`config.mk`:
```
export PLATFORM = sky130hd
export DESIGN_NAME = idiv_queued
export DESIGN_NICKNAME = d
export VERILOG_FILES = /design/src/rtl/idiv_queued_pkg.sv /design/src/rtl/bsg_fifo_1r1w_small.sv /design/src/rtl/idiv_queued_core.sv /design/src/rtl/idiv_queued.sv
export SDC_FILE = /design/constraint.sdc
export NUM_CORES = 1
export LEC_CHECK = 0
export ABC_AREA = 1
export CAP_MARGIN = 20
export CORE_ASPECT_RATIO = 1.75
export CORE_MARGIN = 2
export CORE_UTILIZATION = 40
export CTS_CLUSTER_SIZE = 24
export DETAILED_ROUTE_END_ITERATION = 8
export GPL_ROUTABILITY_DRIVEN = 0
export MAX_ROUTING_LAYER = met4
export PLACE_DENSITY_LB_ADDON = 0.08
export SKIP_CTS_REPAIR_TIMING = 1
export SLEW_MARGIN = 40
export SYNTH_ARGS = -nofsm -noshare
export SYNTH_HDL_FRONTEND = slang
export SYNTH_SLANG_ARGS = --single-unit
```
`constraint.sdc`:
```
create_clock -name clk_i -period 5.67 [get_ports clk_i]
set_input_delay 1.701 -clock clk_i [delete_from_list [all_inputs] [get_ports clk_i]]
set_output_delay 1.701 -clock clk_i [all_outputs]
set_load 0.02 [all_outputs]
```
`src/rtl/idiv_queued_pkg.sv`:
```
// Shared types for the iterative integer divide unit: operation codes, FSM
// states and the default datapath/tag widths of the vanilla core.
package idiv_queued_pkg;

  localparam int reg_data_width_gp = 32;
  localparam int reg_addr_width_gp = 5;

  typedef enum logic [1:0] {
    eDIV  = 2'b00,
    eDIVU = 2'b01,
    eREM  = 2'b10,
    eREMU = 2'b11
  } idiv_op_e;

  typedef enum logic [1:0] {
    eIDIV_IDLE,
    eIDIV_CALC,
    eIDIV_FIX
  } idiv_state_e;

  function automatic logic op_is_signed(idiv_op_e op);
    return (op == eDIV) || (op == eREM);
  endfunction

  function automatic logic op_is_rem(idiv_op_e op);
    return (op == eREM) || (op == eREMU);
  endfunction

endpackage

```
`src/rtl/bsg_fifo_1r1w_small.sv`:
```
// Small circular FIFO with one write and one read port.
// Head is shown combinationally; yumi_i pops it.
module bsg_fifo_1r1w_small #(
  parameter int width_p = 1,
  parameter int els_p   = 2
) (
  input  logic               clk_i,
  input  logic               reset_i,
  input  logic               v_i,
  output logic               ready_o,
  input  logic [width_p-1:0] data_i,
  output logic               v_o,
  output logic [width_p-1:0] data_o,
  input  logic               yumi_i
);

  localparam int ptr_w_lp = (els_p > 1) ? $clog2(els_p) : 1;
  localparam int cnt_w_lp = $clog2(els_p + 1);

  logic [width_p-1:0]  mem_r [els_p];
  logic [ptr_w_lp-1:0] wr_ptr_r, rd_ptr_r;
  logic [cnt_w_lp-1:0] count_r;
  logic                enq, deq;

  function automatic logic [ptr_w_lp-1:0] bump(input logic [ptr_w_lp-1:0] p);
    return (p == ptr_w_lp'(els_p - 1)) ? '0 : p + ptr_w_lp'(1);
  endfunction

  assign v_o     = (count_r != '0);
  assign ready_o = (count_r < cnt_w_lp'(els_p));
  assign deq     = yumi_i & v_o;
  // A full queue may still accept when the head leaves in the same cycle.
  assign enq     = v_i & (ready_o | deq);
  assign data_o  = mem_r[rd_ptr_r];

  // NOTE: storage has no reset; a slot is only read after it has been written,
  // and leaving it out keeps the array as plain memory.
  always_ff @(posedge clk_i) begin
    if (enq) mem_r[wr_ptr_r] <= data_i;
  end

  // NOTE: all sequential state uses non-blocking assignment so every register
  // samples pre-edge values regardless of block ordering.
  always_ff @(posedge clk_i or posedge reset_i) begin
    if (reset_i) begin
      wr_ptr_r <= '0;
      rd_ptr_r <= '0;
      count_r  <= '0;
    end else begin
      if (enq) wr_ptr_r <= bump(wr_ptr_r);
      if (deq) rd_ptr_r <= bump(rd_ptr_r);
      case ({enq, deq})
        2'b10:   count_r <= count_r + cnt_w_lp'(1);
        2'b01:   count_r <= count_r - cnt_w_lp'(1);
        default: count_r <= count_r;
      endcase
    end
  end

endmodule

```
`src/rtl/idiv_queued_core.sv`:
```
// Restoring radix-2 divider FSM and datapath (RISC-V DIV/DIVU/REM/REMU).
// Emits a one-cycle {rd, result} enqueue pulse from the FIX state.
module idiv_queued_core
  import idiv_queued_pkg::*;
#(
  parameter int data_width_p     = reg_data_width_gp,
  parameter int reg_addr_width_p = reg_addr_width_gp
) (
  input  logic                                 clk_i,
  input  logic                                 reset_n_i,
  input  logic                                 v_i,
  input  logic [data_width_p-1:0]              rs1_i,
  input  logic [data_width_p-1:0]              rs2_i,
  input  logic [reg_addr_width_p-1:0]          rd_i,
  input  idiv_op_e                             op_i,
  output logic                                 ready_and_o,
  input  logic                                 enq_ready_i,
  output logic                                 enq_v_o,
  output logic [reg_addr_width_p+data_width_p-1:0] enq_data_o
);

  localparam int w_lp     = data_width_p;
  localparam int cnt_w_lp = $clog2(data_width_p);
  localparam logic [w_lp-1:0]     min_lp      = {1'b1, {(w_lp-1){1'b0}}};
  localparam logic [cnt_w_lp-1:0] last_cnt_lp = cnt_w_lp'(data_width_p - 1);

  idiv_state_e state_r, state_n;

  logic                        signed_op, div_zero, overflow, accept;
  logic [w_lp-1:0]             rs1_mag, rs2_mag;
  logic [w_lp:0]               shifted, trial;
  logic                        q_bit;
  logic [w_lp-1:0]             quot_r, rem_r, divisor_r;
  logic [cnt_w_lp-1:0]         cnt_r;
  logic [reg_addr_width_p-1:0] rd_r;
  logic                        is_rem_r, neg_q_r, neg_r_r;
  logic [w_lp-1:0]             fix_q, fix_r;

  assign signed_op = op_is_signed(op_i);
  assign div_zero  = (rs2_i == '0);
  assign overflow  = signed_op && (rs1_i == min_lp) && (rs2_i == {w_lp{1'b1}});
  assign rs1_mag   = (signed_op && rs1_i[w_lp-1]) ? -rs1_i : rs1_i;
  assign rs2_mag   = (signed_op && rs2_i[w_lp-1]) ? -rs2_i : rs2_i;

  assign ready_and_o = reset_n_i && (state_r == eIDIV_IDLE) && enq_ready_i;
  assign accept      = v_i && ready_and_o;

  // Trial subtract is one bit wider than the remainder so its MSB is the borrow.
  assign shifted = {rem_r, quot_r[w_lp-1]};
  assign trial   = shifted - {1'b0, divisor_r};
  assign q_bit   = ~trial[w_lp];

  always_ff @(posedge clk_i or negedge reset_n_i) begin
    if (!reset_n_i) state_r <= eIDIV_IDLE;
    else            state_r <= state_n;
  end

  // NOTE: next-state gets a default first so no path through the case leaves
  // it unassigned, which would otherwise infer a latch.
  always_comb begin
    state_n = state_r;
    case (state_r)
      eIDIV_IDLE: if (accept) state_n = (div_zero || overflow) ? eIDIV_FIX : eIDIV_CALC;
      eIDIV_CALC: if (cnt_r == last_cnt_lp) state_n = eIDIV_FIX;
      eIDIV_FIX:  state_n = eIDIV_IDLE;
      default:    state_n = eIDIV_IDLE;
    endcase
  end

  always_ff @(posedge clk_i or negedge reset_n_i) begin
    if (!reset_n_i) begin
      quot_r    <= '0;
      rem_r     <= '0;
      divisor_r <= '0;
      cnt_r     <= '0;
      rd_r      <= '0;
      is_rem_r  <= 1'b0;
      neg_q_r   <= 1'b0;
      neg_r_r   <= 1'b0;
    end else begin
      case (state_r)
        eIDIV_IDLE: if (accept) begin
          rd_r     <= rd_i;
          is_rem_r <= op_is_rem(op_i);
          cnt_r    <= '0;
          if (div_zero) begin
            quot_r  <= '1;
            rem_r   <= rs1_i;
            neg_q_r <= 1'b0;
            neg_r_r <= 1'b0;
          end else if (overflow) begin
            quot_r  <= min_lp;
            rem_r   <= '0;
            neg_q_r <= 1'b0;
            neg_r_r <= 1'b0;
          end else begin
            quot_r    <= rs1_mag;
            divisor_r <= rs2_mag;
            rem_r     <= '0;
            neg_q_r   <= signed_op && (rs1_i[w_lp-1] ^ rs2_i[w_lp-1]);
            neg_r_r   <= signed_op && rs1_i[w_lp-1];
          end
        end
        eIDIV_CALC: begin
          // The dividend register shifts out MSB-first and fills with quotient bits.
          rem_r  <= q_bit ? trial[w_lp-1:0] : shifted[w_lp-1:0];
          quot_r <= {quot_r[w_lp-2:0], q_bit};
          cnt_r  <= cnt_r + cnt_w_lp'(1);
        end
        default: ;
      endcase
    end
  end

  assign fix_q      = neg_q_r ? -quot_r : quot_r;
  assign fix_r      = neg_r_r ? -rem_r  : rem_r;
  assign enq_v_o    = (state_r == eIDIV_FIX);
  assign enq_data_o = {rd_r, is_rem_r ? fix_r : fix_q};

endmodule

```
`src/rtl/idiv_queued.sv`:
```
// Iterative divide/remainder unit with an in-order result queue, placed
// between EXE-stage issue and the writeback arbiter.
module idiv_queued
  import idiv_queued_pkg::*;
#(
  parameter int data_width_p     = reg_data_width_gp,
  parameter int reg_addr_width_p = reg_addr_width_gp,
  parameter int out_fifo_els_p   = 2
) (
  input  logic                        clk_i,
  input  logic                        reset_n_i,
  input  logic                        v_i,
  input  logic [data_width_p-1:0]     rs1_i,
  input  logic [data_width_p-1:0]     rs2_i,
  input  logic [reg_addr_width_p-1:0] rd_i,
  input  idiv_op_e                    op_i,
  output logic                        ready_and_o,
  output logic                        v_o,
  output logic [reg_addr_width_p-1:0] rd_o,
  output logic [data_width_p-1:0]     result_o,
  input  logic                        yumi_i
);

  localparam int entry_w_lp = reg_addr_width_p + data_width_p;

  logic                  fifo_ready, enq_v;
  logic [entry_w_lp-1:0] enq_data, head_data;

  idiv_queued_core #(
    .data_width_p     (data_width_p),
    .reg_addr_width_p (reg_addr_width_p)
  ) core (
    .clk_i       (clk_i),
    .reset_n_i   (reset_n_i),
    .v_i         (v_i),
    .rs1_i       (rs1_i),
    .rs2_i       (rs2_i),
    .rd_i        (rd_i),
    .op_i        (op_i),
    .ready_and_o (ready_and_o),
    .enq_ready_i (fifo_ready),
    .enq_v_o     (enq_v),
    .enq_data_o  (enq_data)
  );

  bsg_fifo_1r1w_small #(
    .width_p (entry_w_lp),
    .els_p   (out_fifo_els_p)
  ) out_fifo (
    .clk_i   (clk_i),
    .reset_i (~reset_n_i),
    .v_i     (enq_v),
    .ready_o (fifo_ready),
    .data_i  (enq_data),
    .v_o     (v_o),
    .data_o  (head_data),
    .yumi_i  (yumi_i)
  );

  // Head fields are forced to zero when empty so reset shows clean outputs.
  assign rd_o     = v_o ? head_data[entry_w_lp-1:data_width_p] : '0;
  assign result_o = v_o ? head_data[data_width_p-1:0] : '0;

  yumi_only_when_valid: assert property (@(posedge clk_i) disable iff (!reset_n_i)
    yumi_i |-> v_o);

endmodule

```
==> results of run 1 <==
sequential cells by signal (all words and copies together), names as in the netlist:
name,count
out_fifo.rd_ptr_r,1
core.rd_r,5
core.quot_r,32
out_fifo.count_r,2
out_fifo.mem_r,74
core.neg_r_r,1
core.is_rem_r,1
core.divisor_r,32
out_fifo.wr_ptr_r,1
core.rem_r,32
core.neg_q_r,1
core.state_r,2
core.cnt_r,5
through the flow:
step / cells / util, % / setup slack [ns] / total power, W / hold WS, ns
2_1_floorplan: 2283 / - / 1.78 / 0.00820 / 0.442
3_3_place_gp: 2826 / 44.2 / 0.728 / 0.0104 / 0.449
3_5_place_dp: 2831 / 44.5 / 0.687 / 0.0105 / 0.459
4_1_cts: 2863 / 46.2 / 1.17 / 0.0118 / 0.482
5_1_grt: 2863 / 46.2 / 0.891 / 0.0129 / 0.499
6_report: 2863 / 46.2 / 1.15 / 0.0118 / 0.483
area by class of cell:
class                           instances  area (µm²)
Sequential cell                       189        5100
Timing Repair Buffer                  132        1340
Clock inverter                         15         220
Inverter                              357        1350
Fill cell                            4047       20500
Tap cell                              485         607
Multi-Input combinational cell       1668        8590
Clock buffer                           17         425
logic make-up (layout without fill, tap and decap cells):
kind of cell,after synthesis,count (layout),synth area share [%]
buffers and inverters,426,521,11.1
muxes,1,1,0.0651
xor gates and xnor gates,66,66,3.76
and+or+nand+nor,1198,1198,35.5
DFF,189,189,33.2
adders and majority gates,41,41,3.39
AOI/OAI and AO/OA,362,362,13.1
power by group:
group | internal [W] | total (W) | switching, W
Combinational | 0.00262 | 0.00802 | 0.00540
Clock | 0.000623 | 0.00130 | 0.000676
Sequential | 0.00200 | 0.00253 | 0.000521
worst max-delay path, stage by stage:
cell	delay [ns]
clkdlybuf4s50_1	0.69
inv_1	0.11
ha_1	0.24
nand3_2	0.10
nor2_2	0.06
nand2_1	0.21
nor4_4	0.08
nand2_2	0.12
nand2_2	0.10
nor2_4	0.54
clkinv_2	0.59
o21ai_0	0.31
layout by cell type (no fill, tap or decap), types with 9 or more instances in the layout:
cell             synthesis  routed
nand2_4                 19      19
inv_2                   15      14
o21ai_1                 37      37
nor3_1                  26      26
nand2_1                603     603
ha_1                    40      40
edfxtp_1                74      74
nand2_2                 31      31
xor2_1                  58      58
clkbuf_16                0      17
o31ai_1                  9       9
dfrtp_1                115     115
o21ai_0                130     130
nand3_2                 33      33
nor2_1                 270     266
clkdlybuf4s50_1          0     112
nand3_1                131     131
inv_1                  339     339
nor2_2                   8       9
a21oi_1                133     133
a21oi_2                 21      21
nand4_1                 38      38
buf_4                    3      14
worst paths after layout:
path | from | end
hold / removal | core.rd_r[1] | out_fifo.mem_r[0][33]
hold reg to reg | core.rd_r[1] | out_fifo.mem_r[0][33]
max in group asynchronous | reset_n_i | core.quot_r[7]
setup / recovery | rs1_i[0] | core.divisor_r[11]
setup reg to reg | core.state_r[0] | core.quot_r[18]
min in group asynchronous | reset_n_i | core.divisor_r[17]
layer usage:
| metal | vias to the layer above | share of wire [%] |
|---|---|---|
| met5 | - | 0 |
| met4 | 0 | 7.4 |
| met3 | 152 | 3.1 |
| met2 | 460 | 53 |
| met1 | 6922 | 36 |
| li1 | 7470 | - |
==> impl_metrics.py, run 1 <==
metrics = {
    "sta": {
        "finalCritPeriodShare_pct": 79.8,
        "finalSetupViolations": 0,
        "period_minus_slack_ns": 4.52,
        "finalSetupTns_ns": 0,
        "fmax_ghz": 0.221,
        "slew_viol_final": 0,
        "worst_pin_slew_ns": 0.819,
        "hold_viol": 0,
        "slew_headroom_pct": 45.4,
        "fin_skew_ns": 0.0184,
        "rsz0062_at_grt": "no",
    },
    "power": {
        "max-vdd-ir-drop_uv": 370,
        "powerDensity_mw_per_mm2": 672,
        "leakage_nw": 8.47,
    },
    "die": {
        "die_h_um": 263,
        "core-area_mm2": 0.0382,
        "dieArea_mm2": 0.0401,
        "row_count": 95,
        "num_io_pins": 114,
        "die_x_um": 152,
        "start_util_pct": 40.3,
    },
    "placement": {
        "dpl-instance-area_mm2": 0.0170,
        "port_buffers": 113,
        "dp_hpwl_um": 43800,
    },
    "finish": {
        "n_antenna_cell": 0,
        "num-nets-final": 2481,
        "stdcell_area_mm2": 0.0176,
        "drive_gt1_share_pct": 8.75,
        "area_growth_pct": 14.7,
    },
    "critical_path": {
        "r2r_cells": 11,
        "path_max_fanout": 35,
        "crit_type": "input pin to flop",
        "arrival_ns": 4.90,
        "r2r_setup_slack_ns": 2.61,
        "worst_setup_path_end_kind": "flop",
        "startpoint_type": "input pin",
        "required_ns": 6.05,
    },
    "worst_hold_path": {
        "min_path_cells": 0,
        "worstHoldPathType": "flop to flop",
    },
    "logic_synthesis": {
        "yosys_warnings": 0,
        "synthTopCellsByArea": "dfrtp_1 (19%), nand2_1 (15%), edfxtp_1 (14%), inv_1 (8.3%), nor2_1 (6.6%)",
        "yosys.area.top_type": "dfrtp_1",
        "synth_area_mm2": 0.0154,
        "synth_cell_types": 59,
        "avgSynthCellArea_um2": 6.73,
        "synthCells": 2283,
        "yosysMostFrequentCell": "nand2_1",
        "synth_top_area_share_pct": 18.7,
        "synthArstFlopShare_pct": 60.8,
        "synthesis.nets": 2399,
        "ys_top_cells_by_count": "nand2_1 (603), inv_1 (339), nor2_1 (270)",
        "ys_ff_latch": 189,
        "synth_edf_count": 74,
        "seq_area_frac_synth_pct": 33.2,
        "ys.flop_type": "dfrtp_1",
    },
    "routing": {
        "vias": 15004,
        "wl_per_cell_um": 19.0,
        "first_pass_iters": 5,
        "drt-total-wl_um": 54300,
        "vias_per_cell": 5.24,
        "drtIter0Drc": 1013,
        "drc_errors": 0,
        "ant_nets": 0,
    },
    "outcome": {
        "status": "finished, final reports clean",
    },
    "run": {
        "maxCapViolCount": 0,
    },
    "clocking": {
        "cts_buffers": 17,
        "cts_tree": "built",
        "cts_buffer_depth": 2,
        "path_clk_slew_ns": 0.09,
        "cts.sinks": 189,
        "cts_root_buf": "clkbuf_16",
        "clk-insertion-delay-late_ns": 0.47,
        "h-tree-depth": 4,
    },
    "global_route": {
        "grt_usage_pct": 27.8,
        "overflow": 0,
        "busiest_layer": "met2",
        "antenna_found_initial": 0,
        "use_met2_pct": 50.7,
        "grt_max_degree": 69,
        "grt_use_met3_pct": 2.75,
        "grt_first_pass_wirelength_um": 83500,
        "grt_use_met1_pct": 28.2,
        "grt_pass1_vias": 14930,
    },
}
Power figures use the tool's default switching activity.
==> run 2, diff against run 1 <==
==> constraint.sdc (replaced) <==
create_clock -name clk_i -period 4.7 [get_ports clk_i]
set_input_delay 1.41 -clock clk_i [delete_from_list [all_inputs] [get_ports clk_i]]
set_output_delay 1.41 -clock clk_i [all_outputs]
set_load 0.02 [all_outputs]
==> run 2 against run 1 <==
- power increased by 20%
- flip-flop and latch count unchanged
- sequential power is 20% higher
- critical path depth is 1 higher
- global-route usage rose by 0.28 points
- clock power up 20%
- count of clock-buffer cells in the layout is the same
- critical endpoint is now core.divisor_r[9]
==> impl_metrics.py, run 2 (same netlist as run 1, synthesis figures left out) <==
metrics = {
    "power": {
        "switchingPower_w": 0.00792,
        "powerDensity_mw_per_mm2": 811,
        "internal_power_w": 0.00633,
        "pwr-share-seq_pct": 21.3,
        "leakage_nw": 8.46,
        "p_comb_share_pct": 67.7,
        "switching_share_pct": 55.6,
        "p_clk_share_pct": 10.9,
        "max-vdd-ir-drop_uv": 354,
    },
    "clocking": {
        "cts.sinks": 189,
        "cts_buffer_depth": 2,
        "h-tree-depth": 4,
        "cts_buffers": 17,
        "path_clk_slew_ns": 0.09,
        "cts_root_buf": "clkbuf_16",
        "cts_tree": "built",
        "clk-insertion-delay-late_ns": 0.48,
    },
    "worst_hold_path": {
        "worstHoldPathType": "flop to flop",
        "min_from": "core.rd_r[0]",
        "min_path_cells": 0,
    },
    "global_route": {
        "grt_max_degree": 63,
        "grt_first_pass_wirelength_um": 84400,
        "grt_pass1_vias": 15128,
        "overflow": 0,
        "grt_usage_pct": 28.1,
        "antenna_found_initial": 0,
    },
    "routing": {
        "first_pass_iters": 5,
        "vias": 15132,
        "drt-total-wl_um": 55100,
        "ant_nets": 0,
        "drtIter0Drc": 1009,
        "drc_errors": 0,
        "vias_per_cell": 5.28,
        "wl_per_cell_um": 19.2,
    },
    "sta": {
        "fmax_ghz": 0.238,
        "worst_pin_slew_ns": 0.801,
        "fin_skew_ns": 0.0177,
        "finalSetupTns_ns": 0,
        "finalCritPeriodShare_pct": 89.4,
        "hold_viol": 0,
        "slew_viol_final": 0,
        "slew_headroom_pct": 46.5,
        "finalSetupViolations": 0,
        "period_minus_slack_ns": 4.20,
        "rsz0062_at_grt": "no",
        "holdWs_ns": 0.487,
    },
    "finish": {
        "area_growth_pct": 14.4,
        "n_antenna_cell": 0,
        "num-nets-final": 2485,
        "top_register": "out_fifo.mem_r",
        "largest_reg_flops": 74,
        "instances_no_fill": 2867,
        "mostFrequentLayoutCells": "nand2_1 (603), inv_1 (339), nor2_1 (267), a21oi_1 (133), nand3_1 (131)",
        "layout_commonest_cell": "nand2_1",
        "drive_gt1_share_pct": 8.82,
    },
    "die": {
        "die_x_um": 152,
        "row_count": 95,
        "dieArea_mm2": 0.0401,
        "die_h_um": 263,
        "start_util_pct": 40.3,
        "core-area_mm2": 0.0382,
        "num_io_pins": 114,
    },
    "run": {
        "maxCapViolCount": 0,
    },
    "outcome": {
        "status": "finished, final reports clean",
    },
    "placement": {
        "port_buffers": 113,
        "dp_hpwl_um": 44300,
        "dp_cells": 2835,
    },
    "critical_path": {
        "r2r_setup_slack_ns": 1.64,
        "worst_setup_path_end_kind": "flop",
        "required_ns": 5.03,
        "path_max_fanout": 35,
        "startpoint": "rs1_i[0]",
        "startpoint_type": "input pin",
        "arrival_ns": 4.53,
        "reg2reg_from": "core.rem_r[0]",
        "r2r_cells": 13,
        "crit_type": "input pin to flop",
    },
}
## run 2: metrics by stage
stage / instance area (µm²) / worst slack [ns] / total power [W] / util (%)
floorplan: 15400 / 1.10 / 0.00989 / -
global placement: 16900 / 0.180 / 0.0125 / 44.4
detailed placement: 16900 / 0.0941 / 0.0127 / 44.4
CTS: 17600 / 0.588 / 0.0143 / 46.1
global route: 17600 / 0.168 / 0.0155 / 46.1
finish: 17600 / 0.500 / 0.0143 / 46.1
## run 2: path summary, 6_finish.rpt
check	to
setup / recovery	core.divisor_r[9]
hold / removal	out_fifo.mem_r[1][32]
min in group asynchronous	core.divisor_r[27]
setup reg to reg	out_fifo.mem_r[1][30]
hold reg to reg	out_fifo.mem_r[1][32]
max in group asynchronous	core.divisor_r[3]
## run 2: critical path, cell delays in order
cell and delay [ns]:
clkdlybuf4s50_1 0.62, inv_1 0.10, ha_1 0.24, nand3_2 0.10
nor2_2 0.05, nand2_1 0.29, nor4_4 0.09, nand2_2 0.11
nand2_2 0.08, nor2_4 0.56, clkinv_2 0.57, nand2_1 0.18
o21ai_0 0.10
## run 2: power by group through the flow
stage	clock network, W	logic, W	registers [W]
6_report	0.00156	0.00966	0.00304
5_1_grt	0.00166	0.0108	0.00310
4_1_cts	0.00159	0.00966	0.00302
3_5_place_dp	0	0.00961	0.00306
3_3_place_gp	0	0.00950	0.00304
2_1_floorplan	0	0.00709	0.00280
## run 2: area by class of cell
cell class | instances | area, µm²
inverter | 357 | 1340
multi-input combinational | 1668 | 8590
sequential | 189 | 5100
tap | 485 | 607
fill | 3951 | 20600
timing repair buffer | 136 | 1310
clock inverter | 15 | 211
clock buffer | 17 | 425
## run 2: layer usage
metal	share of wire, %	track usage, %
met1	36	28.3
met2	52	49.7
met3	3.3	2.68
met4	8.8	21.9
met5	0	-
